`src/rtl/vga_disp_pkg.sv`:
```
// Shared definitions for the VGA single-digit display arbiter.
// Holds the FSM state encoding, the source ids, the default hold time,
// the digit width and the round-robin source pick used at grant time.
package vga_disp_pkg;

    localparam int DIGIT_W         = 4;
    localparam int HOLD_FRAMES_DEF = 60;   // ~1 s at 1024x768@60

    localparam logic SRC_CPU = 1'b0;       // config-register path
    localparam logic SRC_SW  = 1'b1;       // board debug switches

    typedef enum logic [1:0] {
        ST_IDLE = 2'd0,
        ST_EMIT = 2'd1,
        ST_HOLD = 2'd2
    } arb_state_e;

    // Pick a source among the full slots. With both full the one that
    // did not win last time goes next.
    function automatic logic rr_pick(input logic full0, input logic full1,
                                     input logic last_grant);
        if (full0 && full1) return ~last_grant;
        else if (full1)     return SRC_SW;
        else                return SRC_CPU;
    endfunction

endpackage

```
`src/rtl/vga_req_slot.sv`:
```
// One-deep request slot with req/ack capture.
// Ports:
//   clk_vga, rstn   clock, async active-low reset
//   req, data       requester side; data held stable while req is high
//   ack             one-cycle pulse on the capture edge
//   clr             arbiter consumed the slot on this edge
//   full, slot_data stored digit and its valid flag
module vga_req_slot
    import vga_disp_pkg::*;
(
    input  logic               clk_vga,
    input  logic               rstn,
    input  logic               req,
    input  logic [DIGIT_W-1:0] data,
    input  logic               clr,
    output logic               ack,
    output logic               full,
    output logic [DIGIT_W-1:0] slot_data
);

    logic               ack_q,  ack_d;
    logic               full_q, full_d;
    logic [DIGIT_W-1:0] data_q, data_d;

    // Capture looks at the registered full flag, so a slot being cleared
    // on this edge still refuses a new request until the following edge.
    // clr is only raised while full_q is set, so it never collides with a
    // capture.
    always_comb begin
        ack_d  = 1'b0;
        full_d = full_q;
        data_d = data_q;
        if (clr) full_d = 1'b0;
        // !ack_q keeps a req still high in the ack cycle from recapturing.
        if (req && !ack_q && !full_q) begin
            data_d = data;
            full_d = 1'b1;
            ack_d  = 1'b1;
        end
    end

    always_ff @(posedge clk_vga or negedge rstn) begin
        if (!rstn) begin
            ack_q  <= 1'b0;
            full_q <= 1'b0;
            data_q <= '0;
        end else begin
            ack_q  <= ack_d;
            full_q <= full_d;
            data_q <= data_d;
        end
    end

    assign ack       = ack_q;
    assign full      = full_q;
    assign slot_data = data_q;

endmodule

```
`src/rtl/vga_disp_arb.sv`:
```
// Arbitrates the single-digit VGA display between the CPU config path
// (src 0) and the debug switch path (src 1). Requests land in 1-deep
// slots; at a frame boundary one full slot is granted round-robin and
// pushed to the renderer with a one-cycle strobe, then the digit is held
// for HOLD_FRAMES frames before another grant.
// Ports:
//   clk_vga, rstn          pixel clock, async active-low reset
//   frame_tick             one-cycle frame start pulse
//   req0/data0/ack0        src 0 handshake
//   req1/data1/ack1        src 1 handshake
//   num, confreg_en        digit and update strobe to the renderer
//   cur_src                source of the digit on screen
//   busy                   FSM in EMIT or HOLD
module vga_disp_arb
    import vga_disp_pkg::*;
#(
    parameter int HOLD_FRAMES = HOLD_FRAMES_DEF,
    parameter int CNT_W       = 8
) (
    input  logic               clk_vga,
    input  logic               rstn,
    input  logic               frame_tick,
    input  logic               req0,
    input  logic [DIGIT_W-1:0] data0,
    output logic               ack0,
    input  logic               req1,
    input  logic [DIGIT_W-1:0] data1,
    output logic               ack1,
    output logic [DIGIT_W-1:0] num,
    output logic               confreg_en,
    output logic               cur_src,
    output logic               busy
);

    if (HOLD_FRAMES < 0 || HOLD_FRAMES >= (1 << CNT_W)) begin : g_bad_hold
        $error("vga_disp_arb: HOLD_FRAMES must be in [0, 2^CNT_W)");
    end

    localparam logic [CNT_W-1:0] HOLD_CNT = CNT_W'(HOLD_FRAMES);

    logic               full0, full1;
    logic [DIGIT_W-1:0] slot0, slot1;
    logic               clr0, clr1;
    logic               sel;

    vga_req_slot u_slot0 (
        .clk_vga   (clk_vga),
        .rstn      (rstn),
        .req       (req0),
        .data      (data0),
        .clr       (clr0),
        .ack       (ack0),
        .full      (full0),
        .slot_data (slot0)
    );

    vga_req_slot u_slot1 (
        .clk_vga   (clk_vga),
        .rstn      (rstn),
        .req       (req1),
        .data      (data1),
        .clr       (clr1),
        .ack       (ack1),
        .full      (full1),
        .slot_data (slot1)
    );

    arb_state_e         state_q, state_d;
    logic [CNT_W-1:0]   cnt_q, cnt_d;
    logic               last_grant_q, last_grant_d;
    logic [DIGIT_W-1:0] num_q, num_d;
    logic               confreg_en_q, confreg_en_d;
    logic               cur_src_q, cur_src_d;
    logic               busy_q, busy_d;

    assign sel = rr_pick(full0, full1, last_grant_q);

    always_comb begin
        state_d      = state_q;
        cnt_d        = cnt_q;
        last_grant_d = last_grant_q;
        num_d        = num_q;
        cur_src_d    = cur_src_q;
        confreg_en_d = 1'b0;
        clr0         = 1'b0;
        clr1         = 1'b0;
        unique case (state_q)
            ST_IDLE: begin
                if (frame_tick && (full0 || full1)) begin
                    num_d        = sel ? slot1 : slot0;
                    cur_src_d    = sel;
                    last_grant_d = sel;
                    clr0         = (sel == SRC_CPU);
                    clr1         = (sel == SRC_SW);
                    confreg_en_d = 1'b1;
                    state_d      = ST_EMIT;
                end
            end
            ST_EMIT: begin
                // A frame_tick landing here is deliberately dropped.
                if (HOLD_FRAMES == 0) begin
                    state_d = ST_IDLE;
                end else begin
                    cnt_d   = HOLD_CNT;
                    state_d = ST_HOLD;
                end
            end
            ST_HOLD: begin
                // The tick that expires the hold only returns to IDLE; the
                // next grant needs a fresh tick.
                if (frame_tick) begin
                    if (cnt_q <= CNT_W'(1)) begin
                        cnt_d   = '0;
                        state_d = ST_IDLE;
                    end else begin
                        cnt_d = cnt_q - CNT_W'(1);
                    end
                end
            end
            default: state_d = ST_IDLE;
        endcase
        busy_d = (state_d != ST_IDLE);
    end

    always_ff @(posedge clk_vga or negedge rstn) begin
        if (!rstn) begin
            state_q      <= ST_IDLE;
            cnt_q        <= '0;
            last_grant_q <= SRC_SW;   // so src 0 wins the first tie
            num_q        <= '0;
            confreg_en_q <= 1'b0;
            cur_src_q    <= SRC_CPU;
            busy_q       <= 1'b0;
        end else begin
            state_q      <= state_d;
            cnt_q        <= cnt_d;
            last_grant_q <= last_grant_d;
            num_q        <= num_d;
            confreg_en_q <= confreg_en_d;
            cur_src_q    <= cur_src_d;
            busy_q       <= busy_d;
        end
    end

    assign num        = num_q;
    assign confreg_en = confreg_en_q;
    assign cur_src    = cur_src_q;
    assign busy       = busy_q;

endmodule

```
`config.mk`:
```
export PLATFORM = sky130hd
export DESIGN_NAME = vga_disp_arb
export DESIGN_NICKNAME = d
export VERILOG_FILES = /design/src/rtl/vga_disp_pkg.sv /design/src/rtl/vga_req_slot.sv /design/src/rtl/vga_disp_arb.sv
export SDC_FILE = /design/constraint.sdc
export NUM_CORES = 1
export LEC_CHECK = 0
export ABC_AREA = 1
export CORE_ASPECT_RATIO = 0.9
export CORE_MARGIN = 10
export CORE_UTILIZATION = 52
export DETAILED_ROUTE_END_ITERATION = 12
export PLACE_DENSITY_LB_ADDON = 0.2
export SYNTH_ARGS = -nofsm -noshare
export SYNTH_HDL_FRONTEND = slang
export SYNTH_SLANG_ARGS = --single-unit
```
`constraint.sdc`:
```
create_clock -name clk_vga -period 1.65 [get_ports clk_vga]
set_input_delay 0.165 -clock clk_vga [delete_from_list [all_inputs] [get_ports clk_vga]]
set_output_delay 0.165 -clock clk_vga [all_outputs]
set_load 0.02 [all_outputs]
```
==> results.tsv, run 1 <==
metric	value	unit
slowest_delay	0.63	ns
hpwl	2230	µm
yosys_warnings	0	
hold_path_class	in -> async	
start_util	56.1	%
drt-initial-drc-count	98	
grtUsageMet3	4.99	%
async_reset_ff_share	100	%
synth_ff_type	dfrtp_1	
finalHoldViolCount	0	
ant_nets	0	
die_height	69.4	µm
synth_edf_count	0	
io_pins	22	
clkTransAtPathRegs	0.09	ns
cpLargestDelayFamily	buffers and inverters	
cts_tree	built	
coreArea	2510	µm²
period_minus_slack	1.50	ns
worstPathMaxFanout	2	
grt-busiest-layer	met2	
utilization	67.5	%
reg2reg_from	u_slot0.full	
grt_use_met2	18.8	%
antennaDiodeCount	0	
viasPerCell	5.13	
synth-seq-cells	30	
globalRouteMet1Util	14.5	%
multi_input_area	546	µm²
finalCritPeriodShare	90.9	%
maxSlewViolCount	0	
cts-hold-fix-buffers	0	
layout_commonest_cell	nand2_1	
fin_tns_setup	0	ns
grt_first_pass_wirelength	5090	µm
grt_pass1_vias	1198	
dieWidth	74.8	µm
place_area	1650	µm²
status	finished, final reports clean	
fmax	667	MHz
drt-total-wl	2840	µm
antenna_found_initial	0	
cts_sinks	30	
maxSlewHeadroom	52.7	%
portBuffers	21	
drc	0	
clock-root-buffer	clkbuf_4	
peakVddDrop	0.000640	V
slowest_stage	clkdlybuf4s50_1	
worst_pin_slew	0.704	ns
syn_area_per_cell	8.23	µm²
grt_remaining_overflow	0	
insertion_delay	0.31	ns
cts_buffer_depth	2	
worst_slack	0.150	ns
layout-drive-gt1-share	12.1	%
synth_cell_types	22	
powerDensity	968	nW/µm²
cp-end-kind	primary output	
synth_nets	186	
leakagePower	0.863	nW
grt_start_max_net_pins	31	
fin_nets	214	
fillCellCount	213	
worst_ep_arrival_time	1.33	ns
cts_buffers	5	
grt_use_total	12.2	%
h-tree-depth	2	
crit_start	u_slot0.ack	
area_delta_synth_final	20.4	%
final_cell_mix	nand2_1 (63), dfrtp_1 (29), clkdlybuf4s50_1 (21)	
die_area	5190	µm²
rsz0062_at_grt	no	
post_drt_wl_per_cell	12.5	µm
synth_area	1410	µm²
cts-resized-gates	0	
path_buf_inv	1	
core.rowCount	17	
cp_data_required_time	1.48	ns
final_cell_area	1690	µm²
cp_cell_sequence	clkdlybuf4s50_1	
crit_type	reg -> out	
max_cap_violations	0	
place.gp.congestion	0.769	
cts_setup_buffers	0	
route.vias.total	1165	
syn_inst	171	
first_pass_iters	4	
seq_area_frac_synth	53.4	%
seq_area	752	µm²
setup_viol	0	
worst_setup_path_start_kind	register	
fin_skew	0.00917	ns
dpl_worst_slack	0.0569	ns
flip-flops by register name, summed over array words and instances (netlist names):
name,cells
u_slot1.full,1
busy,1
num,4
state_q,2
u_slot1.ack,1
u_slot0.ack,1
u_slot0.full,1
last_grant_q,1
u_slot0.slot_data,4
cur_src,1
cnt_q,8
confreg_en,1
u_slot1.slot_data,4
layer usage:
layer	up-vias	wire length, µm
met5	-	0
met4	0	35
met3	8	213
met2	41	1310
met1	536	1290
li1	580	-
worst paths after layout:
| path | end | slack, ns | depth (start not counted) |
|---|---|---|---|
| setup / recovery | ack0 | 0.15 | 1 |
| hold / removal | busy | 0.23 | 2 |
| setup reg to reg | num[1] | 0.18 | 4 |
| hold reg to reg | last_grant_q | 0.48 | 2 |
| max in group asynchronous | last_grant_q | 1.11 | 2 |
| min in group clk_vga | u_slot1.slot_data[2] | 0.39 | 3 |
synth_stat cells, types with 2 or more instances:
cell type,number,area [µm²]
nor3_4,2,32.5
o21ai_0,5,25.0
nand3_1,12,60.1
ha_1,2,25.0
inv_2,5,18.8
o21ai_1,4,20.0
inv_1,20,75.1
dfrtp_1,29,726
nand2_2,4,25.0
nor2_2,2,12.5
nand2_1,63,236
nor2_1,10,37.5
a21oi_1,4,20.0
per-stage QoR:
step	power, W	std cells	hold slack, ns
2_1_floorplan	0.00114	171	-0.131
3_3_place_gp	0.00124	220	0.460
6_report	0.00164	227	0.229
5_1_grt	0.00176	227	0.262
3_5_place_dp	0.00127	220	0.469
4_1_cts	0.00165	227	0.241
kinds of logic after synthesis:
family,Yosys count,share of synthesized area [%]
simple gates,96,30.7
buf+inv,27,7.82
compound gates,15,5.69
xor+xnor,1,0.622
fa+ha+maj,2,1.78
flops,30,53.4
layout make-up:
type                       count  area share, %
timing repair buffer          22           12.9
clock buffer                   7           2.66
tap                           28           2.07
multi-input combinational    114           32.2
inverter                      26           5.83
sequential                    30           44.4
report_power, final:
part           total (W)  switching (W)  internal, W
registers       0.000918      0.0000796     0.000839
logic           0.000337       0.000202     0.000135
clock network   0.000386       0.000225     0.000161
total            0.00164       0.000507      0.00113
Power figures use the tool's default switching activity.
==> run 2, diff against run 1 <==
--- a/config.mk
+++ b/config.mk
@@ -9,6 +9,7 @@
 export CORE_ASPECT_RATIO = 0.9
 export CORE_MARGIN = 10
 export CORE_UTILIZATION = 52
+export CTS_CLUSTER_SIZE = 10
 export DETAILED_ROUTE_END_ITERATION = 12
 export PLACE_DENSITY_LB_ADDON = 0.2
 export SYNTH_ARGS = -nofsm -noshare
==> results of run 2 <==
The final DEF is identical to that of run 1; final timing and power are the same.
